## src/rtl/dcj11_bus_ctrl.sv

```systemverilog
// DCJ11 DAL bus cycle controller: synchronizes the CPU strobes, decodes each bus
// cycle and turns it into single-cycle memory read/write requests with NXM detection.
module dcj11_bus_ctrl #(
    parameter logic [21:0] MEM_TOP     = 22'o0157777,
    parameter int          ACK_TIMEOUT = 32
) (
    input  logic        clk,
    input  logic        rst,
    input  logic [3:0]  aio,
    input  logic [1:0]  bs,
    input  logic [5:0]  dal_hi,
    input  logic [15:0] dal_lo_in,
    input  logic        ale_n,
    input  logic        strb_n,
    input  logic        bufctl_n,
    output logic [21:0] mem_addr,
    output logic [15:0] mem_wdata,
    output logic [1:0]  mem_be,
    output logic        mem_rd,
    output logic        mem_wr,
    input  logic        mem_ack,
    input  logic [15:0] mem_rdata,
    output logic [15:0] rdata_out,
    output logic        rdata_valid,
    output logic        nxm,
    output logic        busy
);

    typedef enum logic [3:0] {
        IDLE, RD_REQ, RD_WAIT, RD_HOLD, WR_DATA, WR_WAIT, WR_DONE, IGNORE, NXM_ST
    } state_t;

    localparam logic [1:0] BS_MEM = 2'b00;
    localparam logic [1:0] BS_EXT = 2'b10;
    localparam logic [7:0] WAIT_LAST = 8'(ACK_TIMEOUT - 1);

    state_t      state;
    logic [7:0]  wait_cnt;
    logic [3:0]  aio_q;
    logic        ale_s1, ale_s2, ale_d;
    logic        strb_s1, strb_s2, strb_d;
    logic        buf_s1, buf_s2, buf_d;
    logic        ale_fall, ale_rise, strb_fall;
    logic        is_rd, is_wr;
    logic [21:0] dal_addr;

    // Strobes are asynchronous to clk: two flops to settle, a third to find edges.
    always_ff @(posedge clk or posedge rst) begin
        if (rst) begin
            {ale_s1, ale_s2, ale_d}    <= 3'b111;
            {strb_s1, strb_s2, strb_d} <= 3'b111;
            {buf_s1, buf_s2, buf_d}    <= 3'b111;
        end else begin
            {ale_s1, ale_s2, ale_d}    <= {ale_n, ale_s1, ale_s2};
            {strb_s1, strb_s2, strb_d} <= {strb_n, strb_s1, strb_s2};
            {buf_s1, buf_s2, buf_d}    <= {bufctl_n, buf_s1, buf_s2};
        end
    end

    assign ale_fall  = ale_d & ~ale_s2;
    assign ale_rise  = ~ale_d & ale_s2;
    assign strb_fall = strb_d & ~strb_s2;
    assign dal_addr  = {dal_hi, dal_lo_in};
    assign is_rd     = aio inside {4'b1000, 4'b1001, 4'b1010, 4'b1011, 4'b1100};
    assign is_wr     = aio inside {4'b0001, 4'b0011};

    // ale_rise ends every cycle and outranks a same-cycle ack or timeout.
    always_ff @(posedge clk or posedge rst) begin
        if (rst) begin
            state       <= IDLE;
            wait_cnt    <= '0;
            aio_q       <= '0;
            mem_addr    <= '0;
            mem_wdata   <= '0;
            mem_be      <= 2'b00;
            mem_rd      <= 1'b0;
            mem_wr      <= 1'b0;
            rdata_out   <= '0;
            rdata_valid <= 1'b0;
            nxm         <= 1'b0;
            busy        <= 1'b0;
        end else begin
            mem_rd <= 1'b0;
            mem_wr <= 1'b0;
            if (ale_rise) begin
                state       <= IDLE;
                rdata_valid <= 1'b0;
                nxm         <= 1'b0;
                busy        <= 1'b0;
            end else begin
                case (state)
                    IDLE: if (ale_fall) begin
                        mem_addr <= dal_addr;
                        aio_q    <= aio;
                        busy     <= 1'b1;
                        if (!(is_rd || is_wr) || (bs != BS_MEM && bs != BS_EXT)) begin
                            state <= IGNORE;
                        end else if (bs == BS_EXT || dal_addr > MEM_TOP) begin
                            state <= NXM_ST;
                            nxm   <= 1'b1;
                        end else if (is_rd) begin
                            state  <= RD_REQ;
                            mem_rd <= 1'b1;
                        end else begin
                            state <= WR_DATA;
                        end
                    end
                    RD_REQ: begin
                        state    <= RD_WAIT;
                        wait_cnt <= '0;
                    end
                    RD_WAIT: if (mem_ack) begin
                        rdata_out   <= mem_rdata;
                        rdata_valid <= 1'b1;
                        state       <= RD_HOLD;
                    end else if (wait_cnt == WAIT_LAST) begin
                        state <= NXM_ST;
                        nxm   <= 1'b1;
                    end else begin
                        wait_cnt <= wait_cnt + 8'd1;
                    end
                    WR_DATA: if (strb_fall) begin
                        mem_wdata <= dal_lo_in;
                        mem_be    <= (aio_q == 4'b0001) ? 2'b11 :
                                     (mem_addr[0] ? 2'b10 : 2'b01);
                        mem_wr    <= 1'b1;
                        state     <= WR_WAIT;
                        wait_cnt  <= '0;
                    end
                    WR_WAIT: if (mem_ack) begin
                        state <= WR_DONE;
                    end else if (wait_cnt == WAIT_LAST) begin
                        state <= NXM_ST;
                        nxm   <= 1'b1;
                    end else begin
                        wait_cnt <= wait_cnt + 8'd1;
                    end
                    default: ;
                endcase
            end
        end
    end

endmodule
```

## config.mk

```make
export PLATFORM = sky130hd
export DESIGN_NAME = dcj11_bus_ctrl
export DESIGN_NICKNAME = d
export VERILOG_FILES = /design/src/rtl/dcj11_bus_ctrl.sv
export SDC_FILE = /design/constraint.sdc
export NUM_CORES = 1
export LEC_CHECK = 0
export BUFFER_PORTS_ARGS = -buffer_cell sky130_fd_sc_hd__buf_4
export CAP_MARGIN = 25
export CORE_MARGIN = 8
export CORE_UTILIZATION = 30
export DETAILED_ROUTE_END_ITERATION = 12
export HOLD_SLACK_MARGIN = 0.15
export PLACE_DENSITY = 0.59
export SLEW_MARGIN = 5
export SYNTH_ARGS = -nofsm -noshare
export SYNTH_HDL_FRONTEND = slang
export SYNTH_SLANG_ARGS = --single-unit
```

## constraint.sdc

```tcl
create_clock -name clk -period 2.35 [get_ports clk]
set_input_delay 0.235 -clock clk [delete_from_list [all_inputs] [get_ports clk]]
set_output_delay 0.235 -clock clk [all_outputs]
set_load 0.1 [all_outputs]
```

# Word level (Yosys, flattened, before mapping)
# Index checks and enable logic that the tools add are counted.
# totals
register_bits	83
latch_bits	0
ram_bits	0
rom_bits	0
in_bits	50
out_inout_bits	61
wordCells	114
memories	0
# op_classes
n_addsub	1
n_mul	0
n_div	0
order_cmp	1
n_eq_ne	24
shift	0
mux	38
bitwise	7
n_reduce_logical	25
# ops
op	n
4-bit 2-to-1 mux	8
8-bit 2-to-1 mux	3
8-bit case mux with 3 select lines	1
22-bit by 16-bit greater-than comparator with 1-bit output, second input constant	1
1-bit 2-to-1 mux	21
4-bit == test, second input constant	5
4-bit case mux with 5 select lines	1
4-bit by 1-bit == test with 1-bit output, second input constant	3
3-bit != test, second input constant	4
3-bit AND reduction	4
2-bit nonzero test	6
8-bit by 1-bit adder with 8-bit output, second input constant	1
4-bit by 2-bit == test with 1-bit output, second input constant	2
4-bit by 3-bit == test with 1-bit output, second input constant	2
8-bit by 5-bit == test with 1-bit output, second input constant	1
2-bit != test, second input constant	4
6-bit AND reduction	1
3-bit nonzero test	2
6-bit nonzero test	1
5-bit AND reduction	1
5-bit nonzero test	1
4-bit logical NOT	1
2-bit 2-to-1 mux	2
1-bit inverter	4
other kinds (11)	16

# Longest topological paths before layout
# Gate-level depths: netlist of the first run.
# depth
depth_word	9
ltp_mapped	7
ltp_nobuf	7

# Worst setup path before layout of the first run
# Ideal clock, no wire load.
# synth_timing
kind	flip-flop to flip-flop
start	register ale_d
end	register rdata_out[1]
setup_ns	0.126
t_arrival_ns	1.749
required_time_ns	2.224
setup_slack_ns	0.476
stages_incl_launch_ff	7
n_path_buf	1
synth_period_minus_slack_ns	1.874
cell_sequence	dfstp_2 inv_1 ha_1 nor2_1 nand4_2 buf_2 mux2_2
# synth_between
elab_chain_cells	4
# synth_lines
element	line_no	text
start, declared	40	logic ale_s1, ale_s2, ale_d;
start signal, assigned	54	{ale_s1, ale_s2, ale_d} <= {ale_n, ale_s1, ale_s2};
1-bit inverter	61	assign ale_rise = ~ale_d & ale_s2;
1-bit AND	61	
1-bit inverter (no source line)	-	
3-bit AND reduction (no source line)	-	
end signal, assigned	113	rdata_out <= mem_rdata;
end, declared	23	output logic [15:0] rdata_out,
# No other way between the ends.
# A chain may end at the register's enable or synchronous reset.

# Final worst setup path of the first run
# layout_timing
start	input dal_hi[4]
end	register state[2]
# layout_between
elab_chain_cells	7
# layout_lines
element	line_no	text
start, declared	11	input logic [5:0] dal_hi,
22-bit by 16-bit greater-than comparator with 1-bit output	98	end else if (bs == BS_EXT || dal_addr > MEM_TOP) begin
1-bit logical OR	98	
4-bit 2-to-1 mux	98	
4-bit 2-to-1 mux	96	if (!(is_rd || is_wr) || (bs != BS_MEM && bs != BS_EXT)) begin
4-bit 2-to-1 mux	92	IDLE: if (ale_fall) begin
4-bit case mux with 5 select lines	91	case (state)
4-bit 2-to-1 mux	85	if (ale_rise) begin
end signal, assigned	86	state <= IDLE;
end signal, assigned	97	state <= IGNORE;
end signal, assigned	99	state <= NXM_ST;
end, declared	37	state_t state;
# No other way between the ends. The select of a mux whose other input is x is not followed.

==> summary by stage, run 1 <==
Finish
The number of inserted filler cells in the final layout is 1063. In the final layout, the share of cells above drive strength 1 is a little under half. The top cell types in the final layout, fill and taps aside, are 114 x buf_4, 77 x dfrtp_1, 58 x mux2_2, 44 x dlygate4sd3_1, 15 x o21ai_0. For this run, the number of standard cells in the final layout without fillers is 582.

The count of inserted antenna diode cells is 0. The net count of the finished layout is 487. The signed area change from the synthesized netlist to the final layout is 50.8%. The library cell used most frequently in the layout, excluding fill and tap cells, is buf_4.

Synth
The number of warnings printed during yosys synthesis is 0. By area the synthesized netlist is led by dfrtp_1 55%, mux2_2 19%, dfstp_2 4.5%. Summing every instance area after synthesis gives 3520 µm². The number of nets handed over by synthesis was 325.

The mean instance size in the synthesized netlist is 13.0 µm². Counting flops with a built-in enable in the synthesized netlist gives 0. The most area-hungry cell type in the Yosys netlist is dfrtp_1. The most frequently used flop master after synthesis is dfrtp_1. The cell count after synthesis came out at 272. After synthesis, the netlist uses 46 different library cells.

The share of synthesized flip-flops with an asynchronous set or reset is 100%. The proportion of netlist area held by the largest area contributor is between 50% and 60%. For this run, the register share of the synthesized area comes to between 50% and 60%. After synthesis the netlist holds a flip-flop and latch count of 83.

Routing
The vias after detailed routing is 2732. The number of DRC markers in iteration 0 is 65. The routed wirelength normalized by instance count is 15.4 µm.

In the routed layout, each cell is associated on average with a via count of approximately 4.7. In this run the remaining antenna-violating nets after routing total 0. After detailed routing, the total wire length is 8.94 mm. Before antenna repair, the detailed router went through 4 iterations. The detailed-route DRC error count is 0.

Timing
The largest clock skew in the final design is 0.00441 ns. The transition time at the pin with the least slew margin is around 0.6 ns. The worst path uses between 80% and 90% of the clock period. Setup repair after global routing left no endpoint under its margin.

The maximum achievable frequency is between 500 and 600 MHz. The post-route minimum period is 2.00 ns. The final worst-path setup slack is 0.351 ns.

The number of failing setup endpoints in the final timing report is 0. The final count of pins violating max slew is 0. The remaining max-slew budget at the tightest pin is between 50% and 60%. The final number of hold-violating endpoints was 0. Adding up every negative setup slack in the final design gives 0 ns.

Die
The region available for standard cell placement spans ~11000 µm². The row count is 39. The initial core utilization is 30.7%. The top-level port count is about 110.

The horizontal die dimension is about 120 µm. Measured along the y axis, the die boundary spans 124 µm. The overall die area is between 15000 and 20000 µm².

CTS
The depth of the CTS H-tree is 3. The clock edge transition at the registers on the reported setup and hold paths is about 0.060 ns. At the later pin of the worst-skew pair, clock insertion delay measures 0.34 ns. The clock net in this run drives a total of 83 sinks.

The number of CTS-inserted buffers is 9. The clock tree from TritonCTS is built. The maximum clock path buffer count is 2. The cell sitting at the root of the clock tree is a clkbuf_16.

Placement
The HPWL after detailed placement is 6.38 mm. Including well taps, the total number of placed cells is 522. At the end of routability-driven placement, the weighted congestion stood at 0.770.

Before CTS, the worst setup slack after placement is ~0.36 ns. The port buffer count is 109.

Job
Max-cap violations in this run came to 0.

GRT
The global-route wire length before repair is ~15 mm. The number of global-route vias before repair came to between 3000 and 4000. The global router's overall resource usage is 11.7%.

The pin count of the biggest net entering global routing is 41. The number of antenna violations at the first check in global routing is 0. The sum of overflow across all layers after global routing is 0.

Worst setup path
The capturing element type of the critical path is a flip-flop. The startpoint class of the critical path is a primary input. The worst path required time is about 2.6 ns. Data arrives at the worst endpoint at 2.23 ns. The critical path is of the in2reg type.

The maximum fanout along the worst path is 4.

Run status
The flow ran to the end, and the final reports show no timing, DRC or antenna violations.

Worst hold path
The class of the tightest hold or removal check is in2reg.
==> logic make-up (layout without fill, tap and decap cells) <==
logic type / Yosys count / in the layout / share of synthesized area [%]
and+or+nand+nor: 61 / 61 / 9.90
muxes: 58 / 58 / 18.5
buffers and inverters: 21 / 188 / 2.66
xor gates and xnor gates: 1 / 1 / 0.249
AOI/OAI and AO/OA: 45 / 45 / 8.45
DFF: 83 / 83 / 59.1
adders and majority gates: 3 / 3 / 1.07
==> layout make-up <==
| class | instances | area (µm²) | share of cell area (%) |
|---|---|---|---|
| clock buffer | 10 | 229 | 4.31 |
| clock inverter | 6 | 90.1 | 1.70 |
| inverter | 12 | 48.8 | 0.918 |
| multi-input combinational | 168 | 1350 | 25.3 |
| sequential | 83 | 2080 | 39.2 |
| tap | 143 | 179 | 3.37 |
| timing repair buffer | 160 | 1340 | 25.1 |
==> state kept, by name (all words and copies together), names as in the netlist <==
name,cells
aio_q,4
strb_d,1
wait_cnt,8
busy,1
mem_be,2
nxm,1
ale_s1,1
ale_s2,1
strb_s1,1
rdata_valid,1
ale_d,1
mem_wr,1
strb_s2,1
mem_addr,22
rdata_out,16
mem_rd,1
state,4
mem_wdata,16
==> cells in the mapped netlist (all sizes together) (2+ instances only) <==
cell type	count
ha	3
nor4b	2
o22ai	3
nor2	11
nor3	3
nor4	2
nand4	3
nor2b	2
inv	12
dfrtp	77
nand2b	3
a21oi	8
nand2	12
or4	2
dfstp	6
a21boi	2
a41oi	2
nand3b	2
nand3	13
o21ai	15
buf	8
a31oi	5
o31ai	3
mux2	58
==> what timing repair did <==
action,4_1_cts,5_1_grt
gates resized for setup,0,0
setup endpoints to repair,0,0
hold buffers,44,0
hold endpoints to repair,83,0
buffers inserted,0,0
==> routing by layer <==
metal / routed length [µm] / up-vias / global-route usage (%)
met2: 4230 / 77 / 18.1
li1: - / 1316 / -
met5: 0 / - / 0
met4: 94 / 0 / 4.25
met1: 3770 / 1331 / 13.5
met3: 844 / 8 / 6.09
==> worst max-delay path, cell delays in order <==
cell	delay, ns
dlygate4sd3_1	0.54
buf_4	0.14
nor4_1	0.27
nand2_1	0.14
a2111oi_2	0.50
a21oi_1	0.14
o31ai_1	0.28
==> final timing paths <==
check                           from       endpoint  slack [ns]  cells past startpoint
setup / recovery           dal_hi[4]       state[2]        0.35                      7
setup reg to reg               ale_d    wait_cnt[5]        0.36                      6
min in group asynchronous        rst  rdata_out[15]        0.54                      3
hold reg to reg              strb_s1        strb_s2        0.36                      0
hold / removal                aio[3]         mem_rd        0.16                      3
max in group asynchronous        rst         strb_d        1.10                      4
==> stage by stage <==
step | hold WS [ns] | util (%) | cell area, µm²
after detailed placement | 0.345 | 39.7 | 4550
after CTS | 0.151 | 46.3 | 5310
after global placement | 0.334 | 39.7 | 4550
after floorplan | 0.239 | - | 3530
after global routing | 0.152 | 46.3 | 5310
final | 0.161 | 46.3 | 5310
Power of run 1 is not shown: default switching activity piles up to over one toggle a cycle in this logic, so the estimate is an artifact.
==> run 2: changes to the inputs <==
--- a/config.mk
+++ b/config.mk
@@ -11,7 +11,7 @@
 export CORE_UTILIZATION = 30
 export DETAILED_ROUTE_END_ITERATION = 12
 export HOLD_SLACK_MARGIN = 0.15
-export PLACE_DENSITY = 0.59
+export PLACE_DENSITY_LB_ADDON = 0.08
 export SLEW_MARGIN = 5
 export SYNTH_ARGS = -nofsm -noshare
 export SYNTH_HDL_FRONTEND = slang
==> run 2 against run 1 <==
  * Critical path type unchanged
  * Clock skew rose by 0.0027 ns
  * Final cell count stayed put
  * Highest routed layer unchanged
  * Global-route usage fell by 0.085 points
  * Routed wire length fell by 0.13%
  * Sequential share of layout area shrank 0.055 points
  * Register-to-register slack improved by 0.03 ns
  * Fmax fell by 1.0%
==> summary by stage, run 2 (synthesis gave the netlist of run 1 again) <==
Routing
The routed wirelength normalized by instance count is 15.3 µm (-0.13%). The number of iterations in the first detailed-routing pass is 4 (unchanged). The overall routed net length is 8.93 mm (-0.13%). The vias after detailed routing is 2697 (-1.3%). The remaining antenna violation count after routing came to 0 (unchanged). The number of DRC markers in iteration 0 is 76 (+17%). The detailed-route DRC error count is 0 (unchanged). The ratio of routed vias to standard cells is 4.63 (-1.3%).

Die
The horizontal die dimension is 124 µm (unchanged). The top-level port count is 111 (unchanged). The placeable core area came to 11500 µm² (unchanged).

The overall die area is 15500 µm² (unchanged). The height of the die came to 124 µm (unchanged). The initial core utilization is 30.7% (unchanged).

The row count is 39 (unchanged).

Finish
The share of final-layout standard cells stronger than drive strength 1 came to 46.9% (unchanged). The count of inserted antenna diode cells was 0 (unchanged). The area of combinational cells with multiple inputs is 1350 µm² (unchanged). The largest registers in the layout are mem_addr x22, mem_wdata x16, rdata_out x16. The library cells used most frequently in the layout, excluding fill and tap cells, are 115 x buf_4, 77 x dfrtp_1, 58 x mux2_2, 44 x dlygate4sd3_1, 15 x o21ai_0.

Compared with the post-synthesis result, the final layout area differs by 51.0%. The post-layout utilization of the core came to 46.4% (+0.066 points). The number of flip-flops under the largest register name was 22 (unchanged). Leaving out fill and tap cells, the most frequent cell in the layout is buf_4. The net count reported at finish came to 487 (unchanged). The final standard cell area without fillers is 5320 µm² (+0.14%). The area occupied by registers is 2080 µm² (unchanged). The number of inserted filler cells in the final layout is 1068 (+0.47%). The register ranked first by flip-flop count is mem_addr.

GRT
The sum of overflow across all layers after global routing is 0 (unchanged). The global-route wire length before repair came to 14.8 mm (-1.7%). The number of antenna violations at the first check in global routing is 0 (unchanged). The pin count of the biggest net entering global routing is 77 (+88%). The number of global-route vias before repair is 2969 (-2.5%). The global router's overall resource usage is 11.6% (-0.085 points).

Timing
The remaining max-slew budget at the tightest pin was 61.1% (+2.3 points). The final count of pins violating max slew came to 0 (unchanged). The largest clock skew in the final design came to 0.00708 ns (+0.00267 ns). The transition time at the pin with the least slew margin came to 0.582 ns (-0.0339 ns). The maximum achievable frequency was 495 MHz (-1.0%). The post-route minimum period is 2.02 ns (+0.0205 ns). The number of failing setup endpoints in the final timing report is 0 (unchanged). Setup repair after global routing left no endpoint under its margin. The total negative slack for setup checks is 0 ns (unchanged).

The final number of hold-violating endpoints is 0 (unchanged). The share of the clock period used by the worst path is 85.9% (+0.87 points).

CTS
The number of CTS-inserted buffers is 9 (unchanged). The clock tree from TritonCTS is built. The maximum clock path buffer count is 2 (unchanged).

The root buffer cell chosen for the clock tree is clkbuf_16. The count of clock tree sinks is 83 (unchanged). The clock edge transition at the registers on the reported setup and hold paths came to 0.06 ns (about the same). The quantity of gates resized following cts is 0 (unchanged). The depth of the CTS H-tree came to 3 (unchanged). The clock latency on the worst-skew pair is 0.34 ns (about the same).

Job
The reported max-cap violation count was 0 (unchanged).

Placement
The port buffer count is 109 (unchanged). The HPWL after detailed placement was 6.17 mm (-3.3%). The routability congestion estimate from global placement is 0.743 (-3.5%).

The area after detailed placement is 4540 µm² (-0.27%).

Worst setup path
The critical path class is in2reg. The data arrival time at the worst-slack endpoint is 2.24 ns (about the same). The worst path required time is 2.57 ns (about the same).

The launch point of the critical path is aio[1]. The maximum fanout along the worst path is 4 (unchanged). The worst register-to-register path begins at state[2]. The worst setup path is captured at a flip-flop. The startpoint class of the critical path is a primary input.

Worst hold path
The path class of the tightest hold or removal check is in2reg. The worst hold path begins at aio[0].

Run status
The flow ran to the end, and the final reports show no timing, DRC or antenna violations.
==> run 2: cell count changes in the layout (fill, tap and decap cells not counted) <==
cell        delta
buf_4          +1
clkinv_4       -2
clkinv_2       -1
buf_12         -1
inv_6          +1
clkinvlp_4     -1
clkbuf_8       +3
==> run 2: area by class of cell <==
class	instances	area share, %
timing repair buffer	160	24.9
multi-input combinational	168	25.3
clock buffer	13	5.08
clock inverter	3	1.29
sequential	83	39.2
tap	143	3.36
inverter	12	0.917
==> run 2: metrics by stage <==
step           hold WS, ns  instances  setup slack, ns
3_3_place_gp         0.177        522            0.470
4_1_cts              0.151        582            0.372
5_1_grt              0.158        582            0.190
2_1_floorplan        0.239        272            0.476
3_5_place_dp         0.175        522            0.395
6_report             0.163        582            0.331
==> run 2: path summary, 6_finish.rpt <==
check | slack (ns) | endpoint | cells past startpoint
max | 0.33 | state[1] | 7
min | 0.16 | aio_q[0] | 2
max reg2reg | 0.39 | wait_cnt[5] | 5
min reg2reg | 0.36 | ale_s2 | 0
max in group asynchronous | 1.32 | ale_s1 | 4
min in group asynchronous | 0.38 | rdata_out[0] | 3
==> run 2: per-layer routing <==
layer	GRT usage, %	routed length [µm]
met3	4.55	643
met4	5.74	141
met5	0	0
met1	13.9	3940
met2	17.9	4200
==> run 2: worst max-delay path: stages <==
cell and delay, ns:
dlygate4sd3_1 0.54, buf_4 0.14, o21ai_0 0.25, nand2_1 0.13
or4_1 0.55, and2_1 0.20, a32o_1 0.21
==> run 2: what timing repair did <==
item	CTS	global route
hold endpoints to repair	65	0
setup endpoints to repair	0	0
setup buffers	0	0
hold buffers	44	0
Power of run 2 is left out for the same reason.
